==> config.mk <==
export PLATFORM = sky130hd
export DESIGN_NAME = bcd_scan_counter
export DESIGN_NICKNAME = d
export VERILOG_FILES = /design/src/rtl/bcd_scan_counter.sv
export SDC_FILE = /design/constraint.sdc
export NUM_CORES = 1
export LEC_CHECK = 0
export ABC_AREA = 1
export CELL_PAD_IN_SITES_DETAIL_PLACEMENT = 2
export CELL_PAD_IN_SITES_GLOBAL_PLACEMENT = 2
export CORE_ASPECT_RATIO = 2
export CORE_UTILIZATION = 37
export CTS_BUF_LIST = sky130_fd_sc_hd__clkbuf_8 sky130_fd_sc_hd__clkbuf_16
export CTS_CLUSTER_DIAMETER = 120
export CTS_CLUSTER_SIZE = 8
export DETAILED_ROUTE_END_ITERATION = 10
export PLACE_DENSITY_LB_ADDON = 0.1
export REMOVE_ABC_BUFFERS = 1
export SLEW_MARGIN = 20
export SYNTH_ARGS = -nofsm -noshare
export SYNTH_HDL_FRONTEND = slang
export SYNTH_SLANG_ARGS = --single-unit
==> constraint.sdc <==
create_clock -name mclk -period 3.5 [get_ports mclk]
set_input_delay 0.525 -clock mclk [delete_from_list [all_inputs] [get_ports mclk]]
set_output_delay 0.525 -clock mclk [all_outputs]
set_load 0.02 [all_outputs]
==> src/rtl/bcd_scan_counter.sv <==
// -----------------------------------------------------------------------------
// bcd_scan_counter
//
// N-digit BCD up/down counter with a built-in step prescaler and a
// multiplexed, active-low 7-segment scan driver.
//
// Parameters
//   NDIG      number of BCD digits / anodes (1..8)
//   CNT_DIV   mclk cycles per count step (>=2)
//   SCAN_DIV  mclk cycles each digit stays lit (>=2)
//
// Ports
//   mclk       in   system clock, all logic on posedge
//   rst_n      in   asynchronous reset, active low
//   en         in   count enable, sampled on the step tick
//   up         in   1 = count up, 0 = count down
//   clr        in   synchronous clear of count and step prescaler
//   D0_a       out  anode select, active-low one-hot
//   D0_seg     out  segments {dp,g,f,e,d,c,b,a}, active low
//   count_bcd  out  current count, digit 0 in [3:0]
//   wrap       out  one-cycle pulse when the count wraps over its full range
//
// Build option
//   LEADING_ZERO_BLANK_EN  when defined, digits above the most significant
//                          nonzero digit are blanked (D0_seg=8'hFF) while the
//                          anode keeps cycling; digit 0 is always shown.
//                          count_bcd and wrap are identical in both builds.
// -----------------------------------------------------------------------------
module bcd_scan_counter #(
  parameter int NDIG     = 4,
  parameter int CNT_DIV  = 50000,
  parameter int SCAN_DIV = 50000
) (
  input  logic              mclk,
  input  logic              rst_n,
  input  logic              en,
  input  logic              up,
  input  logic              clr,
  output logic [NDIG-1:0]   D0_a,
  output logic [7:0]        D0_seg,
  output logic [4*NDIG-1:0] count_bcd,
  output logic              wrap
);

  localparam int CW = $clog2(CNT_DIV);
  localparam int SW = $clog2(SCAN_DIV);
  localparam int IW = (NDIG > 1) ? $clog2(NDIG) : 1;

  localparam logic [CW-1:0] CNT_LAST  = CW'(CNT_DIV - 1);
  localparam logic [SW-1:0] SCAN_LAST = SW'(SCAN_DIV - 1);
  localparam logic [IW-1:0] IDX_LAST  = IW'(NDIG - 1);

  // ---------------------------------------------------------------------------
  // State
  // ---------------------------------------------------------------------------
  logic [CW-1:0]     cpre_q, cpre_d;     // step prescaler
  logic [SW-1:0]     spre_q, spre_d;     // scan prescaler
  logic [IW-1:0]     idx_q, idx_d;       // digit currently selected
  logic [4*NDIG-1:0] count_q, count_d;
  logic              wrap_q, wrap_d;
  logic [NDIG-1:0]   an_q, an_d;
  logic [7:0]        seg_q, seg_d;

  logic              step_tick;
  logic              scan_tick;
  logic [4*NDIG:0]   inc_res;            // {carry_out, incremented count}
  logic [4*NDIG:0]   dec_res;            // {borrow_out, decremented count}
  logic [NDIG-1:0]   blank;              // per-digit leading-zero blanking
  logic [3:0]        digit_sel;
  logic              blank_sel;

  // ---------------------------------------------------------------------------
  // BCD arithmetic helpers. The carry/borrow out of the top digit is exactly
  // the full-range wrap condition (all 9s going up, all 0s going down).
  // ---------------------------------------------------------------------------
  function automatic logic [4*NDIG:0] bcd_inc(input logic [4*NDIG-1:0] v);
    logic [4*NDIG-1:0] r;
    logic              c;
    logic [3:0]        d;
    r = v;
    c = 1'b1;
    for (int k = 0; k < NDIG; k++) begin
      d = v[4*k +: 4];
      if (c) begin
        if (d >= 4'd9) begin
          r[4*k +: 4] = 4'd0;
        end else begin
          r[4*k +: 4] = d + 4'd1;
          c = 1'b0;
        end
      end
    end
    return {c, r};
  endfunction

  function automatic logic [4*NDIG:0] bcd_dec(input logic [4*NDIG-1:0] v);
    logic [4*NDIG-1:0] r;
    logic              b;
    logic [3:0]        d;
    r = v;
    b = 1'b1;
    for (int k = 0; k < NDIG; k++) begin
      d = v[4*k +: 4];
      if (b) begin
        if (d == 4'd0) begin
          r[4*k +: 4] = 4'd9;
        end else if (d > 4'd9) begin
          // Unreachable from reset; forces any corrupted digit back into range.
          r[4*k +: 4] = 4'd9;
          b = 1'b0;
        end else begin
          r[4*k +: 4] = d - 4'd1;
          b = 1'b0;
        end
      end
    end
    return {b, r};
  endfunction

  function automatic logic [7:0] seg_code(input logic [3:0] d);
    logic [7:0] s;
    case (d)
      4'd0:    s = 8'hC0;
      4'd1:    s = 8'hF9;
      4'd2:    s = 8'hA4;
      4'd3:    s = 8'hB0;
      4'd4:    s = 8'h99;
      4'd5:    s = 8'h92;
      4'd6:    s = 8'h82;
      4'd7:    s = 8'hF8;
      4'd8:    s = 8'h80;
      4'd9:    s = 8'h90;
      default: s = 8'hFF;
    endcase
    return s;
  endfunction

  // ---------------------------------------------------------------------------
  // Step prescaler and counter
  // ---------------------------------------------------------------------------
  assign step_tick = (cpre_q == CNT_LAST);

  always_comb begin
    inc_res = bcd_inc(count_q);
    dec_res = bcd_dec(count_q);
    cpre_d  = step_tick ? '0 : cpre_q + 1'b1;
    count_d = count_q;
    wrap_d  = 1'b0;
    // clr has priority over a coincident step tick.
    if (clr) begin
      cpre_d  = '0;
      count_d = '0;
    end else if (step_tick && en) begin
      if (up) begin
        {wrap_d, count_d} = inc_res;
      end else begin
        {wrap_d, count_d} = dec_res;
      end
    end
  end

  // ---------------------------------------------------------------------------
  // Leading-zero blanking mask
  // ---------------------------------------------------------------------------
`ifdef LEADING_ZERO_BLANK_EN
  logic nz_above;

  // Walk down from the top digit: a digit is blanked while every digit from
  // it upward is zero. Digit 0 is never blanked.
  always_comb begin
    blank    = '0;
    nz_above = 1'b0;
    for (int k = NDIG - 1; k >= 1; k--) begin
      if (count_q[4*k +: 4] != 4'd0) begin
        nz_above = 1'b1;
      end
      blank[k] = ~nz_above;
    end
  end
`else
  assign blank = '0;
`endif

  // ---------------------------------------------------------------------------
  // Scan prescaler and digit index
  // ---------------------------------------------------------------------------
  assign scan_tick = (spre_q == SCAN_LAST);

  always_comb begin
    spre_d = scan_tick ? '0 : spre_q + 1'b1;
    idx_d  = idx_q;
    if (scan_tick) begin
      idx_d = (idx_q == IDX_LAST) ? '0 : idx_q + 1'b1;
    end
  end

  // Select the digit about to be shown. A compare loop keeps a
  // non-power-of-two NDIG from ever indexing past the last digit.
  always_comb begin
    digit_sel = 4'd0;
    blank_sel = 1'b0;
    for (int k = 0; k < NDIG; k++) begin
      if (IW'(k) == idx_d) begin
        digit_sel = count_q[4*k +: 4];
        blank_sel = blank[k];
      end
    end
  end

  // Anode and segments are loaded together on the selecting edge, so they
  // never disagree; the count is sampled only then and held for the slot.
  always_comb begin
    an_d  = an_q;
    seg_d = seg_q;
    if (scan_tick) begin
      an_d  = ~(NDIG'(1) << idx_d);
      seg_d = blank_sel ? 8'hFF : seg_code(digit_sel);
    end
  end

  // ---------------------------------------------------------------------------
  // Registers
  // ---------------------------------------------------------------------------
  always_ff @(posedge mclk or negedge rst_n) begin
    if (!rst_n) begin
      cpre_q  <= '0;
      spre_q  <= '0;
      idx_q   <= '0;
      count_q <= '0;
      wrap_q  <= 1'b0;
      an_q    <= '1;
      seg_q   <= 8'hFF;
    end else begin
      cpre_q  <= cpre_d;
      spre_q  <= spre_d;
      idx_q   <= idx_d;
      count_q <= count_d;
      wrap_q  <= wrap_d;
      an_q    <= an_d;
      seg_q   <= seg_d;
    end
  end

  assign D0_a      = an_q;
  assign D0_seg    = seg_q;
  assign count_bcd = count_q;
  assign wrap      = wrap_q;

endmodule

; After elaboration in Yosys (flattened, before gate mapping)
; Memories as Yosys holds them, arrays and structs flattened. A register that Yosys moved wholly into a read port is not among the register bits.
; Index checks and enable logic that the tools add are counted.
[word_totals]
ff_bits = 63
output_inout_bits = 29
rom_bits = 112
in_bits = 5
mem_count = 1
[op_classes]
n_mux = 47
magnitude_cmp = 8
n_shift = 1
add_sub_neg = 11
n_eq_ne = 9
reduce_logical = 14
bitwise = 1
[mem_list]
columns = name, depth, word_bits, rd, rd_ports_with_merged_regs, write_ports, line
row1 = (name not given), 16, 7, 1, 1, 0, 122  ; case (d)
[ops]
columns = cell, count
row1 = 16-bit 2-to-1 mux, 6
row2 = 4-bit 2-to-1 mux, 22
row3 = 16-bit by 1-bit adder with 16-bit output (second input constant), 2
row4 = 16-bit equality test (second input constant), 2
row5 = 1-bit 2-to-1 mux, 17
row6 = 4-bit by 1-bit adder with 4-bit output (second input constant), 4
row7 = 4-bit greater-or-equal comparator (second input constant), 4
row8 = 4-bit > comparator (second input constant), 4
row9 = 4-bit logical NOT, 4
row10 = 4-bit by 1-bit subtractor with 4-bit output (second input constant), 4
row11 = 3-bit by 1-bit inequality test with 1-bit output (second input constant), 3
row12 = 3-bit AND reduction, 3
row13 = 3-bit nonzero test, 3
row14 = 2-bit equality test (first input constant), 2
row15 = 2-bit 2-to-1 mux, 2
row16 = 4-bit inverter, 1
row17 = 1-bit by 2-bit left shift with 4-bit output (first input constant), 1
row18 = 2-bit by 1-bit adder with 2-bit output (second input constant), 1
row19 = 1-bit by 2-bit equality test with 1-bit output (first input constant), 1
row20 = 2-bit equality test (second input constant), 1
row21 = 2-bit logical NOT, 1
row22 = 2-bit nonzero test, 1
row23 = 1-bit logical AND, 1
row24 = 1-bit logical NOT, 1

; Longest topological paths before layout
; Gate-level depths: netlist of the first run.
[logic_depth]
depth_word = 8
mapped_depth = 18
depth_no_buf = 17

; Worst setup path before layout of the first run
; No wires, ideal clock.
[synth_timing]
kind = reg2reg
from = register spre_q[0]
to = register seg_q[3], in the netlist D0_seg[3]
setup_slack_ps = 1358
n_path_buf = 1
path_stages_with_launch = 16
synth_period_minus_slack_ps = 2142
setup_time_ps = 73
required_ps = 3427
t_arrival_ps = 2069
path_cell_list = dfrtp_1 > ha_1 > nand3_2 > nor2_4 > nand2_4 > nand2_2 > nand2_2 > buf_6 > nand3_1 > nand3_1 > nand2_2 > inv_2 > ha_1 > nand2_1 > nand3_1 > a21oi_1
[synth_via]
elab_chain_len = 7
elab_cells_between_ends = 10
classes_between = 4 x eq/ne / 5 x mux / 1 x reduce/logical
[synth_rtl]
columns = element, line
row1 = start: declaration, 57  ; logic [SW-1:0] spre_q, spre_d;
row2 = start signal: assignment, 235  ; spre_q <= spre_d;
row3 = 16-bit equality test *, 187  ; assign scan_tick = (spre_q == SCAN_LAST);
row4 = 2-bit 2-to-1 mux, 192  ; if (scan_tick) begin
row5 = 2-bit logical NOT, 203  ; if (IW'(k) == idx_d) begin
row6 = 4-bit 2-to-1 mux (4 in a row), 203
row7 = end: declaration, 62  ; logic [7:0] seg_q, seg_d;
; Every way passes the cells marked *; elsewhere a longest branch is shown, timed or not.
; A chain may end at the register's enable or synchronous reset.

; Worst setup path after layout of the first run
; Ends and elaborated chain as after synthesis.

==> results of run 1 <==
path summary, 6_finish.rpt:
| check | from | end | slack, ns | cells after the start |
|---|---|---|---|---|
| worst max-delay path | spre_q[0]$_DFF_PN0_ | D0_seg[3]$_DFFE_PN1N_ | 0.96 | 14 |
| worst min-delay path | D0_seg[2]$_DFFE_PN1N_ | D0_seg[2]$_DFFE_PN1N_ | 0.47 | 2 |
| worst max register to register | spre_q[0]$_DFF_PN0_ | D0_seg[3]$_DFFE_PN1N_ | 0.96 | 14 |
| worst min register to register | D0_seg[2]$_DFFE_PN1N_ | D0_seg[2]$_DFFE_PN1N_ | 0.47 | 2 |
| max in group asynchronous | rst_n | D0_a[3]$_DFFE_PN1N_ | 2.22 | 3 |
| min in group asynchronous | rst_n | spre_q[5]$_DFF_PN0_ | 0.54 | 2 |
state kept, by name, summed over array words and instances (netlist names):
name,cells
wrap,1
D0_a,4
idx_q,2
cpre_q,16
spre_q,16
D0_seg,7
count_bcd,16
placed cells by master (no fill, tap or decap), drive strengths merged, types with 2 or more instances in the layout:
cell type / count
nand2: 104
inv: 73
nor2: 72
nand3: 58
dfrtp: 51
o21ai: 41
clkdlybuf4s50: 31
a21oi: 29
ha: 17
dfstp: 11
nor3: 11
clkbuf: 11
xor2: 9
o211ai: 5
buf: 5
xnor2: 4
a31oi: 4
nand4: 4
clkinv: 4
nor4: 3
o221ai: 3
nor3b: 2
clkinvlp: 2
nand3b: 2
layout make-up:
| class | instances | share of cell area |
|---|---|---|
| inverter | 74 | 0.0586 |
| clock buffer | 11 | 0.0533 |
| clock inverter | 5 | 0.00713 |
| multi-input combinational | 377 | 0.440 |
| timing repair buffer | 37 | 0.0750 |
| sequential | 62 | 0.330 |
| tap | 137 | 0.0362 |
what timing repair did:
action                                 4_1_cts  5_1_grt
hold buffers                                 1        0
endpoints found under the hold margin        3        0
buffers inserted                             0        0
logic make-up after synthesis:
group	after synthesis
compound gates	88
xor+xnor	13
fa+ha+maj	17
buf+inv	79
flops	62
mux	1
other cells	1
simple gates	257
worst max-delay path: stages (launching register included):
cell	delay, ns
dfrtp_1	0.38
ha_1	0.22
nand3_2	0.16
nor2_4	0.20
nand2_4	0.13
nand2_2	0.10
nand2_2	0.16
nand3_1	0.15
nand3_1	0.10
nand2_2	0.14
inv_2	0.06
ha_1	0.29
nand2_1	0.10
nand3_1	0.11
a21oi_1	0.18
per-stage QoR:
stage | total power (µW) | cells | utilization | hold WS [ns] | area [µm²]
floorplan | 1480 | 513 | - | 0.229 | 3930
global placement | 1840 | 686 | 0.424 | 0.349 | 4440
detailed placement | 1880 | 686 | 0.424 | 0.348 | 4440
CTS | 2780 | 703 | 0.452 | 0.480 | 4740
global route | 2900 | 703 | 0.452 | 0.500 | 4740
finish | 2750 | 703 | 0.452 | 0.474 | 4740
metal layers:
| metal | wire (µm) | global-route usage | up-vias | share of wire |
|---|---|---|---|---|
| met1 | 4490 | 0.238 | 1894 | 0.35 |
| met5 | 0 | 0 | - | 0 |
| li1 | - | - | 1776 | - |
| met3 | 168 | 0.0352 | 21 | 0.013 |
| met4 | 433 | 0.110 | 0 | 0.033 |
| met2 | 7900 | 0.512 | 39 | 0.61 |
power breakdown:
group | switching (µW) | total [µW] | leakage [µW] | internal (µW)
Sequential | 132 | 918 | 0.000791 | 786
Combinational | 611 | 963 | 0.00126 | 352
Clock | 348 | 864 | 0.000138 | 516
==> flow_summary_export.csv, run 1 <==
group,metric,value,unit
outcome,status,"completed",
yosys,synth_top_family_by_area,"simple AND/OR/NAND/NOR gates",
global_route,grt_pass1_wl,21200,µm
yosys,yosysSeqAreaShare,0.395,
placement,gp_congestion,0.851,
final_layout,finalNetCount,583,
yosys,syn-mean-instance-area,7.64,µm²
route,drt_wl_total,13000,µm
final_layout,syn_to_final_growth,19.8,%
yosys,synth_cells,518,
route,vias,3730,
yosys,synth_area_leaders,"dfrtp_1, nand2_1, dfstp_2",
route,drc,0,
yosys,yosys_warnings,0,
die,die_h,148,µm
route,first_pass_iters,4,
timing,worst_pin_slew,0.528,ns
die,die_x,75.1,µm
min_path,hold_path_class,"reg2reg",
timing,hold_viol_final,0,
yosys,synth_seq_cells,62,
timing,finalSetupTns,0,ns
yosys,postSynth.asyncResetShare,1.00,
yosys,synth-edff-count,0,
cts,insertion_delay,0.33,ns
yosys,synthMuxAreaShare,0.00284,
yosys,syn_area,3960,µm²
yosys,synthAdderAreaFrac,0.0537,
timing,slew_headroom,0.648,
placement,pre_cts_slack,0.985,ns
cts,cts.reportedPaths.clkPinSlew,0.06,ns
cts,htree_levels,3,
yosys,yosysTopAreaCell,"dfrtp_1",
cts,cts_tree,"yes",
final_layout,antenna_cells,0,
global_route,track_usage,0.255,
final_layout,seq_area,1570,µm²
yosys,synth_compound_area_frac,0.125,
timing,fin_crit_sh,0.726,
job,maxCapViolCount,0,
cts,cts_max_path_buffers,2,
final_layout,final_layout_size_suffix_gt1_frac,0.127,
timing,timing.final.ws_setup,0.960,ns
die,fp-row-count,53,
yosys,synth_top_area_frac,0.322,
route,vias_per_cell,5.31,
cts,cts_root_buffer,"clkbuf_16",
yosys,yosys.cell_count.top_type,"nand2_1",
setup_path,start_kind,"flop",
timing,rsz0062_at_grt,"no",
die,core,10500,µm²
timing,final-max-slew-violation-count,0,
setup_path,worst_ep_required_time,3.76,ns
placement,numPortBuffers,32,
route,antenna_left,0,
die,start_util,0.378,
final_layout,multiInputGateArea,2080,µm²
die,ios,34,
setup_path,worstPathMaxFanout,11,
power_and_ir_drop,ir_drop,0.291,mV
power_and_ir_drop,power_leakage,0.00219,µW
yosys,synthSimpleGateAreaFrac,0.315,
global_route,grt_overflow,0,
route,routedWlPerCell,18.5,µm
final_layout,fillerInstances,1277,
yosys,ys.flop_type,"dfrtp_1",
cts,postCtsResizedCells,0,
power_and_ir_drop,p_per_area,579,nW/µm²
cts,cts_made_buffers,9,
timing,fin_skew,0.00502,ns
setup_path,crit_arrival,2.80,ns
route,drtIter0Drc,119,
yosys,synth_cell_types,44,
yosys,synth_xor_area_frac,0.0288,
die,die-area,11100,µm²
global_route,grt_pass1_vias,4291,
setup_path,criticalPathCategory,"reg2reg",
setup_path,worstSetupEndpointType,"flop",
timing,max_freq,394,MHz
global_route,antenna_found_initial,0,
timing,layout_min_cycle_time,2.54,ns
yosys,synth_commonest_cells,"nand2_1, inv_1, nor2_1, nand3_1, dfrtp_1",
placement,dp_hpwl,10000,µm
timing,setup_viol_count_final,0,
global_route,grt_max_degree,40,
cts,cts.sinks,62,
(Power assumes the default switching activity.)
==> inputs of run 2 (changes only) <==
Settings changed: CORE_UTILIZATION 37 to 31.
Clock period 3.5 ns to 2.3 ns, I/O delays scaled along.
==> flow_summary_export.csv, run 2 (synthesis results as in run 1) <==
group,metric,value,unit
outcome,status,"completed",
global_route,track_usage,0.220,
route,antenna_left,0,
final_layout,syn_to_final_growth,31.5,%
final_layout,antenna_cells,0,
timing,hold_viol_final,0,
timing,timing.final.ws_setup,0.0214,ns
cts,cts_tree,"yes",
timing,fin_crit_sh,0.991,
die,fp-row-count,58,
setup_path,criticalPathCategory,"reg2reg",
final_layout,final_cell_mix,"nand2_1, inv_1, nor2_1, nand3_1, dfrtp_1",
cts,cts_max_path_buffers,2,
timing,layout_min_cycle_time,2.28,ns
final_layout,finalNetCount,623,
cts,cts_made_buffers,9,
placement,dp_hpwl,10500,µm
timing,rsz0062_at_grt,"yes",
route,drtIter0Drc,79,
die,start_util,0.317,
power_and_ir_drop,power_leakage,0.00243,µW
route,drt_wl_total,13900,µm
setup_path,start_kind,"flop",
min_path,hold_path_class,"in2async",
route,wl_met1,4620,µm
cts,cts_root_buffer,"clkbuf_16",
final_layout,final_layout_size_suffix_gt1_frac,0.211,
global_route,antenna_found_initial,0,
cts,htree_levels,3,
route,vias_per_cell,5.24,
global_route,grt_pass1_wl,21700,µm
die,die_x,81.9,µm
global_route,grt_overflow,0,
final_layout,final_common_cell,"nand2_1",
placement,numPortBuffers,32,
job,maxCapViolCount,0,
route,vias,3958,
power_and_ir_drop,ir_drop,0.450,mV
die,die_h,162,µm
die,core,12500,µm²
die,die-area,13300,µm²
timing,finalSetupTns,0,ns
route,routedWlPerCell,18.4,µm
setup_path,worst_ep_required_time,2.56,ns
timing,hold_slack,0.0187,ns
route,wl_met3,268,µm
route,drc,0,
setup_path,worstPathMaxFanout,6,
global_route,grt_max_degree,63,
cts,cts.reportedPaths.clkPinSlew,0.06,ns
timing,setup_viol_count_final,0,
final_layout,fillerInstances,1451,
setup_path,worstSetupEndpointType,"flop",
placement,pre_cts_slack,-0.0745,ns
cts,insertion_delay,0.34,ns
die,ios,34,
route,top_layer_used,"met4",
global_route,grt_pass1_vias,4514,
power_and_ir_drop,p_per_area,840,nW/µm²
route,wl_met2,8410,µm
cts,hold_buffers,0,
setup_path,crit_arrival,2.54,ns
cts,cts.sinks,62,
timing,fin_skew,0.00718,ns
timing,final-max-slew-violation-count,0,
route,first_pass_iters,4,
placement,gp_congestion,0.797,
timing,max_freq,439,MHz
run 2: cell count changes in the layout (fill, tap and decap cells not counted), sizes merged:
cell | previous run | this run
inv | 73 | 75
nand2 | 104 | 105
buf | 5 | 45
dlygate4sd3 | 1 | 0
clkinvlp | 2 | 1
clkinv | 4 | 2
bufinv | 0 | 1
run 2: final timing paths:
kind / endpoint / cells past startpoint / slack, ns / start
worst max-delay path: D0_seg[1]$_DFFE_PN1N_ / 15 / 0.02 / spre_q[0]$_DFF_PN0_
worst min-delay path: spre_q[7]$_DFF_PN0_ / 2 / 0.02 / rst_n
worst max register to register: D0_seg[1]$_DFFE_PN1N_ / 15 / 0.02 / spre_q[0]$_DFF_PN0_
worst min register to register: cpre_q[0]$_DFF_PN0_ / 1 / 0.46 / cpre_q[0]$_DFF_PN0_
max in group asynchronous: D0_a[3]$_DFFE_PN1N_ / 2 / 1.92 / rst_n
min in group mclk: cpre_q[0]$_DFF_PN0_ / 1 / 0.46 / cpre_q[0]$_DFF_PN0_
run 2: what timing repair did:
action | 4_1_cts | 5_1_grt
gates cloned | 0 | 1
endpoints found under the setup margin | 3 | 8
gates resized for setup | 6 | 21
setup buffers | 3 | 13
pin swaps | 3 | 14
run 2: report_power, final:
part / switching (µW) / internal, µW / total, µW
Clock: 515 / 888 / 1400
Sequential: 140 / 1200 / 1340
Combinational: 1000 / 634 / 1630
Total: 1660 / 2720 / 4370
run 2: critical path: stages, from the launching register on:
cell	delay, ns
dfrtp_1	0.42
ha_4	0.20
nand3_4	0.12
nor2_4	0.05
buf_4	0.15
nand2_4	0.09
nand2_4	0.07
nand2_4	0.10
buf_4	0.13
nand2_2	0.06
nor2_4	0.17
nor2_4	0.07
nor2_8	0.15
nand2_2	0.09
a21oi_2	0.22
a21oi_1	0.10
run 2: layer usage:
metal / track usage / vias up
met5: 0 / -
met4: 0.124 / 0
met3: 0.0331 / 41
met2: 0.438 / 63
met1: 0.195 / 1992
li1: - / 1862
run 2: stage by stage:
step	area, µm²	utilization	total power [µW]	std cells
final	5210	0.417	4370	756
after global routing	5210	0.417	4630	756
after CTS	5010	0.401	4420	742
after detailed placement	4650	0.373	2970	723
after global placement	4650	0.373	2920	723
after floorplan	3930	-	2260	513
run 2: final cells by class:
cell class,count,area (µm²),area share
clock buffers,11,253,0.0485
repair buffers,76,671,0.129
multi-input cells,378,2200,0.423
inverters,74,278,0.0533
flip-flops and latches,62,1570,0.301
clock inverters,5,50.0,0.00961
well taps,150,188,0.0360
==> RTL edit 1: new RTL, settings of run 2 <==
The parameter `SCAN_DIV` goes from 50000 to 100000.
--- a/src/rtl/bcd_scan_counter.sv
+++ b/src/rtl/bcd_scan_counter.sv
@@ -30,5 +30,5 @@
   parameter int NDIG     = 4,
   parameter int CNT_DIV  = 50000,
-  parameter int SCAN_DIV = 50000
+  parameter int SCAN_DIV = 100000
 ) (
   input  logic              mclk,
Function: same outputs for any inputs over 10 cycles, from zero or initial values and one cycle with rst_n low; that may be too few to reach the edited logic, so the function may still have changed.
==> RTL edit 1 against run 2 <==
Via count fell by 2.1%. Routed wire length is 3.2% lower. Maximum frequency grew 3.0%. Design area down 0.65%. Synthesized cell count shrank 0.39%. Power grew 3.6%. Sequential cell count rose by 1. Combinational power rose by 18%. Setup slack better by 0.066 ns. Cell count fell by 1.7%. Synthesized area grew 2.7%. Count of clock-buffer cells in the layout decreased by 2. Largest cell class unchanged.
==> RTL edit 1: results (changes against run 2) <==
.. list-table::
   :header-rows: 1

   * - Metric
     - Value
   * - Pin count of the biggest net entering global routing
     - 64 (+1.6%)
   * - Placed instance count
     - 718 (-0.69%)
   * - Total Routed Length
     - 13500 um (-3.2%)
   * - Top cells by area in the synthesized netlist
     - dfrtp_1, nand2_1, dfstp_2
   * - Routed wire per std cell
     - 18.1 um (-1.5%)
   * - Maximum fanout along the worst path
     - 10 (+4)
   * - Max incr delay on CP
     - 0.40 ns (-0.02 ns)
   * - Outcome
     - complete, no violations
   * - Detailed Route Iter0 Violations
     - 50 (-37%)
   * - Net count of the finished layout
     - 611 (-1.9%)
   * - Post-placement setup slack
     - -0.0184 ns (+0.0562 ns)
   * - Fraction of power consumed by combinational cells
     - 42.5% (+5.1 points)
   * - Met3 Use GR
     - 3.02% (-0.30 points)
   * - Unique masters post-synth
     - 51 (+16%)
   * - Worst Path Arrival
     - 2.48 ns (-0.06 ns)
   * - Reg-to-reg endpoint
     - D0_seg[3]
   * - Met2 layer usage reported by global route
     - 45.2% (+1.4 points)
   * - Overall Global Routing Usage
     - 20.8% (-1.3 points)
   * - Layout cells sized above 1
     - 20.4% (-0.72 points)
   * - Part of the Yosys area used for sequential elements
     - 39.1% (-0.44 points)
   * - Depth of the most critical reg-to-reg path
     - 12 (-3)
   * - Count of filler cells inserted in the layout
     - 1467 (+1.1%)
   * - Share of total power in sequential cells
     - 30.2% (-0.4 points)
   * - Met2 WL
     - 8430 um (+0.23%)
   * - Mean instance size in the synthesized netlist
     - 7.88 um^2 (+3.1%)
   * - Clock skew after layout
     - 0.00961 ns (+0.00243 ns)
   * - VDD IR-drop max
     - 0.000440 V (-2.2%)
RTL edit 1: changes by cell type after synthesis, sizes merged, moves of 3 or more:
| cell | change |
|---|---|
| and3 | +3 |
| o21ai | -10 |
| nor3b | +4 |
| or2 | +6 |
| clkbuf | +4 |
| nand3 | -6 |
| nor3 | +3 |
| nand4 | +6 |
| a21oi | -6 |
| nand2 | -5 |
| nor2 | -13 |
RTL edit 1: final cells by class:
cell class                      instances  area, um^2  share of cell area (%)
Clock inverter                          7        41.3                   0.798
Inverter                               76         285                    5.51
Clock buffer                            9         225                    4.35
Multi-Input combinational cell        370        2240                    43.4
Tap cell                              150         188                    3.63
Sequential cell                        63        1590                    30.8
Timing Repair Buffer                   68         598                    11.6
RTL edit 1: through the flow:
step                TNS (ns)  power, W  hold slack [ns]
finish                     0   0.00453          0.00773
global route          -0.217   0.00483           0.0462
CTS                        0   0.00460           0.0443
detailed placement   -0.0184   0.00333            0.399
global placement           0   0.00328            0.397
floorplan                  0   0.00248           0.0494
==> RTL edit 2: new RTL, config.mk and constraints of run 2 <==
Made on the original files. Reset style: synchronous (`rst_n`), changed in one clocked block. Comments in the files are not updated.
--- a/src/rtl/bcd_scan_counter.sv
+++ b/src/rtl/bcd_scan_counter.sv
@@ -222,5 +222,5 @@
   // Registers
   // ---------------------------------------------------------------------------
-  always_ff @(posedge mclk or negedge rst_n) begin
+  always_ff @(posedge mclk) begin
     if (!rst_n) begin
       cpre_q  <= '0;
Formal check against the unedited RTL: no difference found for any inputs over 10 cycles, from zero or initial values and one cycle with rst_n low; that may be too few to reach the edited logic, so the function may still have changed.
==> RTL edit 2 against run 2 <==
Synthesized area fell by 2.1%. Setup slack improved by 0.10 ns. Design area decreased by 5.6%. Highest routed layer unchanged. Routed wire length shrank 3.5%. Sequential cell count unchanged.
Power is not compared: it rests on default switching activity, and its combinational part moved more than twofold at a synthesized area within 25%.
==> RTL edit 2: results (changes against run 2) <==
.. list-table::
   :header-rows: 1

   * - Metric
     - Value
   * - Number of setup buffers added after CTS
     - 0 (-3)
   * - Worst Path Arrival
     - 2.40 ns (-0.14 ns)
   * - Net count of the finished layout
     - 620 (-0.48%)
   * - Slowest cell on the critical path
     - dfxtp_2
   * - Top cells by area in the synthesized netlist
     - dfxtp_1, nand2_1, inv_1
   * - First-pass GRT wire length
     - 21400 um (-1.1%)
   * - Maximum fanout along the worst path
     - 9 (+3)
   * - FFs w/ async S/R, synth
     - 0% (-100 points)
   * - Part of the Yosys area used for sequential elements
     - 32.0% (-7.5 points)
   * - Met3 layer wire length in the routed design
     - 269 um (+0.37%)
   * - Outcome
     - complete, no violations
   * - Layout cells sized above 1
     - 16.9% (-4.3 points)
   * - Met3 Use GR
     - 3.60% (+0.29 points)
   * - Met2 layer usage reported by global route
     - 45.9% (+2.1 points)
   * - Mean instance size in the synthesized netlist
     - 7.25 um^2 (-5.2%)
   * - Class of the tightest hold or removal check
     - register to register
   * - Pin count of the biggest net entering global routing
     - 15 (-76%)
   * - Routed wire per std cell
     - 18.0 um (-2.2%)
   * - Total routed wire length on the met1 layer
     - 4210 um (-8.8%)
   * - Overall Global Routing Usage
     - 22.1% (+0.058 points)
   * - Post-placement setup slack
     - 0.0160 ns (+0.0906 ns)
   * - Final weighted congestion in routability-driven placement
     - 0.831 (+4.3%)
   * - Multi-input logic area
     - 2340 um^2 (+6.4%)
   * - Count of filler cells inserted in the layout
     - 1461 (+0.69%)
   * - Met1 track demand over resource in global routing
     - 18.2% (-1.4 points)
-- RTL edit 2: changes by cell type in the layout (fill, tap and decap cells not counted), sizes merged, moves of 7 or more --
cell	before	now
dfrtp	51	0
dfxtp	0	62
dfstp	11	0
nand2	105	98
nand3	58	43
buf	45	24
a21oi	29	36
-- RTL edit 2: cells by family after synthesis --
| logic type | after synthesis | synth area share (%) |
|---|---|---|
| other | 1 | 0.0967 |
| AO/OA/AOI/OAI | 101 | 15.6 |
| adder cells (fa/ha/maj) | 21 | 6.78 |
| XOR/XNOR | 17 | 3.84 |
| AND/OR/NAND/NOR | 244 | 32.6 |
| buffers and inverters | 88 | 8.81 |
| flip-flops | 62 | 32.0 |
| multiplexers | 1 | 0.258 |
-- RTL edit 2: final cells by class --
| class | instances | share of cell area [%] |
|---|---|---|
| Sequential cell | 62 | 25.4 |
| Tap cell | 147 | 3.74 |
| Inverter | 80 | 6.16 |
| Timing Repair Buffer | 56 | 10.2 |
| Clock buffer | 12 | 5.42 |
| Multi-Input combinational cell | 385 | 47.7 |
| Clock inverter | 4 | 1.40 |
-- RTL edit 2: power breakdown --
group	internal [W]	total, W	switching (W)
Sequential	0.00108	0.00109	0.00000737
Clock	0.00103	0.00153	0.000500
Combinational	0.0000348	0.0000933	0.0000584
Total	0.00215	0.00271	0.000566
-- RTL edit 2: path summary, 6_finish.rpt --
check | end | slack (ns) | startpoint | cells after the start
min reg2reg | cpre_q[0] | 0.45 | cpre_q[0] | 1
max reg2reg | D0_seg[3] | 0.12 | spre_q[0] | 15
min | cpre_q[0] | 0.45 | cpre_q[0] | 1
max | D0_seg[3] | 0.12 | spre_q[0] | 15
-- RTL edit 2: repair_timing --
action / CTS / global route
pin swaps: 2 / 1
hold buffers: 0 / 0
endpoints found under the setup margin: 3 / 14
resized for setup: 3 / 14
